## src/rtl/fetch_unit.sv

```systemverilog
// Instruction fetch front end: credit-limited request issue, in-order response
// queue, and redirect handling that drops responses still in flight.
module fetch_unit #(
  parameter logic [31:0] RESET_PC = 32'h0000_0000,
  parameter int          QDEPTH   = 2
) (
  input  logic        clk,
  input  logic        rst,
  input  logic        redirect_valid,
  input  logic [31:0] redirect_addr,
  output logic        imem_req_valid,
  input  logic        imem_req_ready,
  output logic [31:0] imem_req_addr,
  input  logic        imem_resp_valid,
  input  logic [31:0] imem_resp_data,
  output logic        inst_valid,
  input  logic        inst_ready,
  output logic [31:0] inst_data,
  output logic [31:0] inst_pc
);

  localparam int PW = $clog2(QDEPTH);
  localparam int CW = $clog2(QDEPTH + 1);

  localparam logic [0:0] ST_INIT = 1'b0;
  localparam logic [0:0] ST_RUN  = 1'b1;

  logic [0:0]    state;
  logic [31:0]   fetch_pc;
  logic [31:0]   resp_pc;
  logic [31:0]   q_data [QDEPTH];
  logic [31:0]   q_pc   [QDEPTH];
  logic [PW-1:0] head;
  logic [PW-1:0] tail;
  logic [CW-1:0] count;
  logic [CW-1:0] outstanding;
  logic [CW-1:0] drop_cnt;

  logic          run;
  logic          resp_in;
  logic          dropping;
  logic          push;
  logic          pop;
  logic          fire;
  logic [CW:0]   occupancy;
  logic [31:0]   redirect_pc;
  logic          unused_addr_bits;

  function automatic logic [PW-1:0] next_ptr(input logic [PW-1:0] p);
    return (p == PW'(QDEPTH - 1)) ? '0 : p + PW'(1);
  endfunction

  assign run              = (state == ST_RUN);
  assign resp_in          = run && imem_resp_valid;
  assign dropping         = (drop_cnt != '0);
  assign push             = resp_in && !dropping && !redirect_valid;
  assign pop              = inst_valid && inst_ready;
  assign fire             = imem_req_valid && imem_req_ready;
  assign redirect_pc      = {redirect_addr[31:2], 2'b00};
  assign unused_addr_bits = ^redirect_addr[1:0];

  // A same-cycle pop frees its slot, so the head leaving counts toward the
  // credit; without this a two-entry queue could not stream one per cycle.
  assign occupancy = (CW+1)'(outstanding) + (CW+1)'(count) - (CW+1)'(pop);

  assign imem_req_valid = run && !redirect_valid && (occupancy < (CW+1)'(QDEPTH));
  assign imem_req_addr  = fetch_pc;

  assign inst_valid = (count != '0);
  assign inst_data  = q_data[head];
  assign inst_pc    = q_pc[head];

  always_ff @(posedge clk) begin
    if (rst) begin
      state       <= ST_INIT;
      fetch_pc    <= RESET_PC;
      resp_pc     <= RESET_PC;
      head        <= '0;
      tail        <= '0;
      count       <= '0;
      outstanding <= '0;
      drop_cnt    <= '0;
    end else if (state == ST_INIT) begin
      state <= ST_RUN;
    end else if (redirect_valid) begin
      // Every request still in flight belongs to the old path.
      head        <= '0;
      tail        <= '0;
      count       <= '0;
      fetch_pc    <= redirect_pc;
      resp_pc     <= redirect_pc;
      outstanding <= outstanding - CW'(resp_in);
      drop_cnt    <= outstanding - CW'(resp_in);
    end else begin
      if (fire) fetch_pc <= fetch_pc + 32'd4;
      outstanding <= outstanding + CW'(fire) - CW'(resp_in);
      if (resp_in && dropping) drop_cnt <= drop_cnt - CW'(1);
      if (push) begin
        tail    <= next_ptr(tail);
        resp_pc <= resp_pc + 32'd4;
      end
      if (pop) head <= next_ptr(head);
      count <= count + CW'(push) - CW'(pop);
    end
  end

  always_ff @(posedge clk) begin
    if (push) begin
      q_data[tail] <= imem_resp_data;
      q_pc[tail]   <= resp_pc;
    end
  end

  always_ff @(posedge clk) begin
    if (!rst) begin
      assert (!(push && !pop && count == CW'(QDEPTH)));
    end
  end

endmodule

```

## config.mk

```make
export PLATFORM = sky130hd
export DESIGN_NAME = fetch_unit
export DESIGN_NICKNAME = d
export VERILOG_FILES = /design/src/rtl/fetch_unit.sv
export SDC_FILE = /design/constraint.sdc
export NUM_CORES = 1
export LEC_CHECK = 0
export BUFFER_PORTS_ARGS = -buffer_cell sky130_fd_sc_hd__buf_2
export CAP_MARGIN = 30
export CORE_ASPECT_RATIO = 0.5
export CORE_MARGIN = 8
export CORE_UTILIZATION = 56
export DETAILED_ROUTE_END_ITERATION = 10
export PLACE_DENSITY = 0.82
export SLEW_MARGIN = 0
export SYNTH_ARGS = -nofsm -noshare
export SYNTH_HDL_FRONTEND = slang
export SYNTH_SLANG_ARGS = --single-unit
```

## constraint.sdc

```tcl
create_clock -name clk -period 5.3 [get_ports clk]
set_input_delay 1.325 -clock clk [delete_from_list [all_inputs] [get_ports clk]]
set_output_delay 1.325 -clock clk [all_outputs]
set_load 0.05 [all_outputs]
```

==> impl_metrics.csv, run 1 <==
group,metric,value,unit
route,dr.first_iter.drc_count,836,
route,vias,7073,
placement,place_congestion,0.872,
synth,async_reset_ff_share,0,%
clock_network,cts_setup_buffers,0,
flow_run,maxCapViolations,0,
worst_setup_path,r2r_start,"count[1]",
clock_network,htreeDepth,4,
worst_setup_path,crit_fanout,4,
floorplan,fp.dieArea,0.0203,mm²
layout,fill_cells,1168,
clock_network,clock-sinks,194,
timing,finalHoldViolations,0,
clock_network,cts_resized,0,
timing,whs,0.491,ns
clock_network,cts.root.buffer_cell,"clkbuf_16",
worst_setup_path,cp_top_family,"XOR/XNOR gates",
power_and_ir_drop,vdd_drop_max,230,µV
synth,yosys_register_bits,194,
worst_setup_path,path_cells,"buf_2, xor2_1, nand2_1, fa_1, xnor2_1, nor2_1, buf_2",
grt,grt_usage,22.1,%
floorplan,die_h,105,µm
power_and_ir_drop,power_density,330,mW/mm²
synth,synth_area_leaders,"edfxtp_1 42%, dfxtp_1 16%, mux2_2 7.9%, nor2_1 2.8%, nand2_1 2.5%",
grt,antenna_found_initial,0,
timing,skew,0.0148,ns
power_and_ir_drop,pwr-share-seq,50.4,%
floorplan,row_count,32,
synth,synth_enable_flop_cells,124,
worst_setup_path,required,3.97,ns
synth,synthDistinctLibCells,62,
grt,grt_pass1_wl,36.7,mm
worst_setup_path,crit_arrival,2.67,ns
layout,n_antenna_cell,0,
placement,io_buffers,161,
layout,final_cell_area,0.0104,mm²
worst_setup_path,path_common_cell,"buf_2",
worst_setup_path,crit_buf_inv,2,
power_and_ir_drop,power_frac_comb,11.9,%
timing,finalCritPeriodShare,75.4,%
clock_network,cts_tree,"yes",
grt,grt_pass1_vias,6859,
layout,layout_common_cells,"161 x buf_2, 124 x edfxtp_1, 69 x dfxtp_1, 65 x nor2_1, 62 x mux2_2",
worst_setup_path,end_kind,"output port",
outcome,status,"complete, no violations",
worst_setup_path,cp.depth,7,
grt,grt-ovfl-total,0,
placement,placed_cell_area,0.00980,mm²
min_path,hold_path.class,"flop to flop",
route,wl_per_cell,20.2,µm
clock_network,clk_pin_slew_worst_paths,0.08,ns
layout,layout.cells.most_common,"buf_2",
worst_setup_path,startpoint_type,"input port",
timing,worst_pin_slew,0.945,ns
floorplan,die_x,194,µm
power_and_ir_drop,switching_share,28.4,%
clock_network,clk_path_buf_depth,2,
synth,synthFlopType,"edfxtp_1",
synth,ys_seq_area_share,57.9,%
timing,rsz0062_at_grt,"false",
layout,drive_gt1_share,29.1,%
clock_network,cts-hold-fix-buffers,0,
timing,max_slew_margin,36.5,%
worst_setup_path,setup.worst_path.end,"imem_req_valid",
clock_network,clkLatencyLatePin,0.43,ns
route,avgViaCountPerCell,6.17,
layout,nets,1010,
worst_setup_path,rr_endpoint,"outstanding[1]",
worst_setup_path,cp_slowest_stage_delay,0.38,ns
timing,setup_viol,0,
floorplan,core_region_area,0.0154,mm²
route,drc,0,
route,drt-total-wl,23.1,mm
worst_setup_path,slowest_stage,"fa_1",
placement,hpwl,15.6,mm
grt,grt_max_degree,74,
floorplan,initial_core_util,57.4,%
timing,fmax,0.250,GHz
timing,timing.final.crit_period,4.00,ns
power_and_ir_drop,intPower,2.46,mW
floorplan,ios,168,
power_and_ir_drop,p_leak,3.83,nW
power_and_ir_drop,pwr-share-clk,37.7,%
clock_network,numCtsBuffers,17,
route,dr.pass1.iters,5,
worst_setup_path,ff2ff_setup_slack,2.13,ns
power_and_ir_drop,switchingPower,0.975,mW
layout,syn2layout_area_growth,17.4,%
synth,syn-instance-count,787,
synth,yosys.area.top_type,"edfxtp_1",
worst_setup_path,reg2regPathDepth,16,
timing,drv_slew,0,
route,ant_nets,0,
worst_setup_path,startpoint,"inst_ready",
timing,tns,0,ns
synth,syn_avg_cell_area,11.2,µm²
synth,synth_area,0.00885,mm²
worst_setup_path,critical_path_class,"input port to output port",
synth,yosysWarnings,0,
synth,synth_top_area_share,42.1,%
power by group through the flow:
stage | sequential (mW) | combinational, mW | clock, mW
2_1_floorplan | 1.80 | 0.237 | 0
3_3_place_gp | 1.75 | 0.396 | 0
3_5_place_dp | 1.76 | 0.405 | 0
4_1_cts | 1.73 | 0.407 | 1.31
5_1_grt | 1.74 | 0.440 | 1.37
6_report | 1.73 | 0.409 | 1.29
flip-flops by register name, indices dropped and copies added, names as in the netlist, named ones only:
register	flops
q_data	64
q_pc	60
drop_cnt	2
tail	1
count	2
resp_pc	30
head	1
imem_req_addr	30
outstanding	2
run	1
through the flow:
stage / power [mW] / instances / setup WS [ns] / utilization (%)
after floorplan: 2.04 / 790 / 0.486 / -
after global placement: 2.15 / 1115 / 1.35 / 63.6
after detailed placement: 2.16 / 1115 / 1.31 / 63.6
after CTS: 3.44 / 1147 / 1.30 / 67.4
after global routing: 3.54 / 1147 / 1.14 / 67.4
final: 3.43 / 1147 / 1.30 / 67.4
metal layers:
layer	routed length [µm]	share of wire (%)	GRT usage [%]	vias to the layer above
met5	0	0	0	-
met4	469	2.0	6.88	0
met3	1840	7.9	4.80	46
met2	10500	45	35.3	381
met1	10300	45	29.9	3370
li1	-	-	-	3276
area by class of cell:
type | count | area (µm²) | area share, %
inverter | 19 | 71.3 | 0.686
clock inverter | 15 | 163 | 1.57
multi-input combinational | 527 | 3470 | 33.4
tap | 204 | 255 | 2.46
timing repair buffer | 171 | 881 | 8.48
clock buffer | 17 | 425 | 4.09
sequential | 194 | 5130 | 49.3
synth_stat cells (3+ instances only):
| library cell | n |
|---|---|
| and3_1 | 8 |
| xor2_1 | 5 |
| nand2_1 | 58 |
| mux2i_1 | 14 |
| ha_1 | 9 |
| o21a_1 | 3 |
| or3_1 | 3 |
| inv_1 | 19 |
| a211oi_1 | 11 |
| o211ai_1 | 4 |
| a31oi_1 | 10 |
| a311oi_1 | 3 |
| buf_1 | 7 |
| a22o_1 | 4 |
| nand4_1 | 23 |
| dfxtp_1 | 70 |
| o22ai_1 | 10 |
| or2_2 | 3 |
| nor4_1 | 11 |
| buf_4 | 4 |
| and4_1 | 6 |
| a22oi_1 | 17 |
| nand2b_1 | 4 |
| nor3_1 | 22 |
| nor2_1 | 66 |
| o31ai_1 | 5 |
| mux2_2 | 62 |
| a21oi_1 | 37 |
| clkbuf_1 | 36 |
| a21o_1 | 3 |
| xnor2_1 | 3 |
| or4_1 | 7 |
| o21ai_0 | 42 |
| o41ai_1 | 5 |
| edfxtp_1 | 124 |
| and2_1 | 9 |
| nand3_1 | 25 |
| o311ai_0 | 3 |
logic make-up after synthesis:
kind of cell | count (synthesis) | synth area share, %
compound gates | 175 | 12.8
xor+xnor | 8 | 0.792
fa+ha+maj | 10 | 1.50
buf+inv | 69 | 3.14
flops | 194 | 57.9
mux | 76 | 9.47
other cells | 1 | 0.0424
simple gates | 254 | 14.3
worst min path at each step:
stage	startpoint	endpoint	cells after the start	slack [ns]
6_report	count[1]	count[1]	2	0.49
5_1_grt	count[1]	count[1]	2	0.50
4_1_cts	count[1]	count[1]	2	0.49
3_5_place_dp	count[1]	count[1]	2	0.48
3_3_place_gp	count[1]	count[1]	2	0.46
2_1_floorplan	resp_pc[7]	q_pc[0][7]	0	0.42
worst min-delay path, delay by kind of cell, from the launching register on:
family             cells  cell delay [ns]
AOI/OAI and AO/OA      1             0.05
DFF                    1             0.34
and+or+nand+nor        1             0.06
Note: power is estimated with default switching activity, not from simulation.
==> inputs of run 2 (changes only) <==
clock period = 3.9 ns   (was 5.3 ns; I/O delays follow)
==> impl_metrics.csv, run 2 (synthesis results as in run 1) <==
group,metric,value,unit
timing,tns,0,ns
layout,largest_registers,"q_data: 64 flops, q_pc: 60 flops",
clock_network,clock-sinks,194,
timing,rsz0062_at_grt,"false",
worst_setup_path,path_common_cell,"buf_2",
worst_setup_path,end_kind,"output port",
power_and_ir_drop,power_density,454,mW/mm²
clock_network,cts_setup_buffers,0,
worst_setup_path,critical_path_class,"input port to output port",
floorplan,die_x,194,µm
grt,grt_pass1_wl,35.5,mm
clock_network,clkLatencyLatePin,0.43,ns
worst_setup_path,crit_arrival,2.42,ns
worst_setup_path,path_cells,"buf_2, xor2_1, nand2_1, fa_1, xnor2_1, nor2_1, buf_2",
grt,grtUsageMet1,28.7,%
timing,fmax,0.295,GHz
placement,hpwl,15.4,mm
placement,place_congestion,0.869,
clock_network,clk_pin_slew_worst_paths,0.07,ns
route,ant_nets,0,
route,avgViaCountPerCell,6.16,
route,vias,7089,
grt,grt_max_degree,67,
layout,n_antenna_cell,0,
layout,syn2layout_area_growth,18.9,%
clock_network,cts-hold-fix-buffers,0,
layout,regMostFlops,"q_data",
min_path,hold_depth,2,
grt,grt-ovfl-total,0,
power_and_ir_drop,p_leak,3.89,nW
clock_network,cts_resized,0,
grt,busiest_layer,"met2",
worst_setup_path,reg2regPathDepth,15,
layout,nets,1014,
timing,finalCritPeriodShare,87.1,%
worst_setup_path,setup.worst_path.end,"imem_req_valid",
worst_setup_path,cp_slowest_stage_delay,0.39,ns
clock_network,cts_tree,"yes",
grt,met3_usage,6.11,%
route,dr.pass1.iters,5,
route,drc,0,
layout,drive_gt1_share,29.5,%
timing,max_slew_margin,35.5,%
floorplan,ios,168,
timing,setup_viol,0,
clock_network,htreeDepth,4,
flow_run,maxCapViolations,0,
layout,multiInputGateArea,0.00347,mm²
layout,largest_reg_flops,64,
timing,skew,0.0158,ns
worst_setup_path,required,2.92,ns
timing,worst_pin_slew,0.959,ns
placement,io_buffers,161,
layout,regArea,0.00513,mm²
floorplan,initial_core_util,57.4,%
timing,whs,0.470,ns
worst_setup_path,startpoint,"inst_ready",
worst_setup_path,r2r_start,"count[0]",
grt,grt_usage,21.5,%
layout,layout_common_cells,"161 x buf_2, 124 x edfxtp_1, 69 x dfxtp_1, 65 x nor2_1, 62 x mux2_2",
min_path,hold_path.class,"flop to flop",
worst_setup_path,startpoint_type,"input port",
floorplan,fp.dieArea,0.0203,mm²
worst_setup_path,rr_endpoint,"outstanding[1]",
route,drt-total-wl,22.3,mm
timing,timing.final.crit_period,3.40,ns
floorplan,row_count,32,
clock_network,numCtsBuffers,17,
worst_setup_path,ff2ff_setup_slack,0.81,ns
grt,antenna_found_initial,0,
timing,drv_slew,0,
worst_setup_path,slowest_stage,"fa_1",
clock_network,clk_path_buf_depth,2,
grt,grtUsageMet2,33.9,%
route,wl_per_cell,19.4,µm
timing,finalHoldViolations,0,
floorplan,die_h,105,µm
power_and_ir_drop,vdd_drop_max,316,µV
grt,grt_pass1_vias,6879,
clock_network,cts.root.buffer_cell,"clkbuf_16",
route,dr.first_iter.drc_count,672,
worst_setup_path,crit_fanout,4,
layout,layout.cells.most_common,"buf_2",
outcome,status,"complete, no violations",
floorplan,core_region_area,0.0154,mm²
layout,fill_cells,1103,
==> run 2: worst min path at each step <==
stage                           from          to  slack (ns)
after floorplan           resp_pc[7]  q_pc[0][7]        0.42
after global placement      count[1]    count[1]        0.45
after detailed placement    count[1]    count[1]        0.46
after CTS                   count[1]    count[1]        0.47
after global routing        count[1]    count[1]        0.50
final                       count[1]    count[1]        0.47
==> run 2: power breakdown <==
| part | internal (mW) | total, mW | switching, mW |
|---|---|---|---|
| Clock | 1.00 | 1.87 | 0.864 |
| Combinational | 0.168 | 0.562 | 0.394 |
| Sequential | 2.26 | 2.35 | 0.0881 |
| Total | 3.43 | 4.77 | 1.35 |
==> run 2: per-layer routing <==
layer  share of wire, %  vias to the layer above
met2                 46                      337
met3                8.2                       24
met1                 45                     3436
li1                   -                     3292
met5                  0                        -
met4                1.4                        0
==> run 2: area by class of cell <==
type / count / share of cell area (%)
Clock inverter: 15 / 2.15
Timing Repair Buffer: 175 / 9.02
Sequential cell: 194 / 48.7
Multi-Input combinational cell: 527 / 33.0
Tap cell: 204 / 2.43
Clock buffer: 17 / 4.04
Inverter: 19 / 0.678
==> run 2: stage by stage <==
stage / worst slack, ns / cell area [µm²] / std cells / utilization (%) / power (mW)
global placement: 0.523 / 9870 / 1119 / 64.0 / 2.92
CTS: 0.541 / 10500 / 1151 / 68.2 / 4.80
finish: 0.505 / 10500 / 1151 / 68.2 / 4.77
floorplan: 0.489 / 8860 / 790 / - / 2.77
detailed placement: 0.414 / 9870 / 1119 / 64.0 / 2.95
global route: 0.467 / 10500 / 1151 / 68.2 / 4.93
==> run 2: critical path, delay by kind of cell <==
family	cells	cell delay [ns]
buffers and inverters	2	0.33
AND/OR/NAND/NOR	2	0.18
XOR/XNOR	2	0.54
adder cells (fa/ha/maj)	1	0.39
==> inputs of run 3 (changes only) <==
GPL_TIMING_DRIVEN = 0   (was unset)
==> impl_metrics.csv, run 3 (synthesis results as in run 1) <==
group,metric,value,unit
route,dr.first_iter.drc_count,953,
timing,max_slew_margin,35.0,%
power_and_ir_drop,power_density,443,mW/mm²
timing,rsz0062_at_grt,"false",
worst_setup_path,startpoint_type,"input port",
floorplan,fp.dieArea,0.0203,mm²
placement,place_ws,-0.181,ns
placement,place_congestion,0.955,
floorplan,die_x,194,µm
timing,setup_slack,0.245,ns
timing,timing.final.crit_period,3.65,ns
layout,layout.cells.most_common,"buf_2",
layout,layoutNonFillerInstCount,1189,
layout,largest_registers,"q_data: 64 flops, q_pc: 60 flops",
clock_network,cts.root.buffer_cell,"clkbuf_16",
outcome,status,"complete, no violations",
layout,n_antenna_cell,0,
timing,setup_viol,0,
layout,drive_gt1_share,27.6,%
floorplan,ios,168,
timing,worst_pin_slew,0.967,ns
timing,finalCritPeriodShare,93.7,%
floorplan,initial_core_util,57.4,%
worst_setup_path,path_common_cell,"xnor2_1",
worst_setup_path,crit_arrival,3.95,ns
layout,regMostFlops,"q_data",
route,dr.pass1.iters,5,
power_and_ir_drop,power,4.68,mW
min_path,hold_path.class,"flop to flop",
worst_setup_path,ff2ff_setup_slack,0.28,ns
power_and_ir_drop,p_leak,3.88,nW
clock_network,cts_tree,"yes",
placement,hpwl,18.3,mm
floorplan,row_count,32,
clock_network,clk_path_buf_depth,2,
route,vias,7475,
worst_setup_path,crit_fanout,9,
power_and_ir_drop,vdd_drop_max,370,µV
route,drc,0,
grt,grt-ovfl-total,0,
worst_setup_path,required,4.20,ns
layout,final_cell_area,0.0106,mm²
worst_setup_path,cp_top_family,"adder cells",
layout,nets,1052,
grt,grt_usage,24.3,%
route,drt-total-wl,25.7,mm
grt,grt_pass1_vias,7197,
grt,grt_pass1_wl,39.6,mm
flow_run,maxCapViolations,0,
worst_setup_path,end_kind,"flop",
route,wl_per_cell,21.6,µm
timing,fmax,0.274,GHz
clock_network,cts-hold-fix-buffers,0,
clock_network,htreeDepth,4,
clock_network,clk_pin_slew_worst_paths,0.08,ns
clock_network,clock-sinks,194,
floorplan,core_region_area,0.0154,mm²
clock_network,cts_resized,0,
layout,fill_cells,1171,
worst_setup_path,crit_buf_inv,3,
timing,skew,0.0100,ns
timing,drv_slew,0,
layout,layout_common_cells,"163 x buf_2, 124 x edfxtp_1, 70 x dfxtp_1, 65 x nor2_1, 62 x mux2_2",
timing,finalHoldViolations,0,
route,avgViaCountPerCell,6.29,
worst_setup_path,slowest_stage,"nor3_2",
clock_network,cts_setup_buffers,0,
clock_network,clkLatencyLatePin,0.43,ns
layout,largest_reg_flops,64,
worst_setup_path,critical_path_class,"input port to flop",
route,ant_nets,0,
worst_setup_path,path_cells,"buf_2, xor2_1, nand2_1, fa_1, xnor2_1, nor3_2, inv_1, ha_1, inv_1, ha_1, xnor2_1, nand2_1, o211ai_1, xnor2_1, nor2_1",
worst_setup_path,cp_slowest_stage_delay,0.60,ns
placement,io_buffers,161,
floorplan,die_h,105,µm
grt,antenna_found_initial,1,
grt,grt_max_degree,63,
placement,placed_cell_area,0.00998,mm²
layout,syn2layout_area_growth,19.4,%
clock_network,numCtsBuffers,17,
placement,dp.cells,1157,
[run 3: changes by cell type in the layout (fill, tap and decap cells not counted), moves of 2 or more]
cell,previous run,this run
inv_8,3,5
buf_1,0,7
buf_2,161,163
buf_4,11,4
bufinv_16,2,0
clkinv_4,1,4
buf_12,3,1
clkinv_8,5,3
clkbuf_1,0,37
[run 3: layer usage]
metal  GRT usage (%)  share of wire, %
met5               0                 0
met4            8.08               2.0
met3            6.88                12
met2            38.2                44
met1            32.3                42
[run 3: power breakdown]
group | internal (mW) | leakage (nW) | switching, mW
clock | 0.864 | 0.287 | 0.867
combinational | 0.174 | 1.88 | 0.427
sequential | 2.26 | 1.72 | 0.0880
total | 3.30 | 3.88 | 1.38
[run 3: worst reg2reg max path: cells and delay by family (launching register included)]
family,cells,cell delay (ns)
buffers and inverters,2,0.37
flip-flops,1,0.34
AO/OA/AOI/OAI,1,0.14
adder cells (fa/ha/maj),3,0.94
AND/OR/NAND/NOR,6,1.22
XOR/XNOR,3,0.50
[run 3: layout make-up]
cell class | instances | area (µm²) | area share [%]
buffer | 50 | 206 | 1.95
clock buffer | 18 | 429 | 4.06
clock inverter | 14 | 158 | 1.49
inverter | 19 | 71.3 | 0.675
multi-input combinational | 527 | 3470 | 32.8
sequential | 194 | 5120 | 48.5
tap | 204 | 255 | 2.42
timing repair buffer | 163 | 853 | 8.08
[run 3: through the flow]
stage               TNS (ns)  hold WS [ns]  util, %
floorplan                  0         0.420        -
global placement      -59.43         0.435     64.4
detailed placement    -0.256         0.443     64.7
CTS                        0         0.467     68.5
global route               0         0.478     68.5
finish                     0         0.465     68.5
[run 3: path summary, 6_finish.rpt]
| check | start | to | depth (start not counted) |
|---|---|---|---|
| worst min-delay path | resp_pc[7] | q_pc[1][7] | 0 |
| worst max-delay path | inst_ready | outstanding[1] | 15 |
| worst min register to register | resp_pc[7] | q_pc[1][7] | 0 |
| worst max register to register | count[1] | outstanding[1] | 15 |
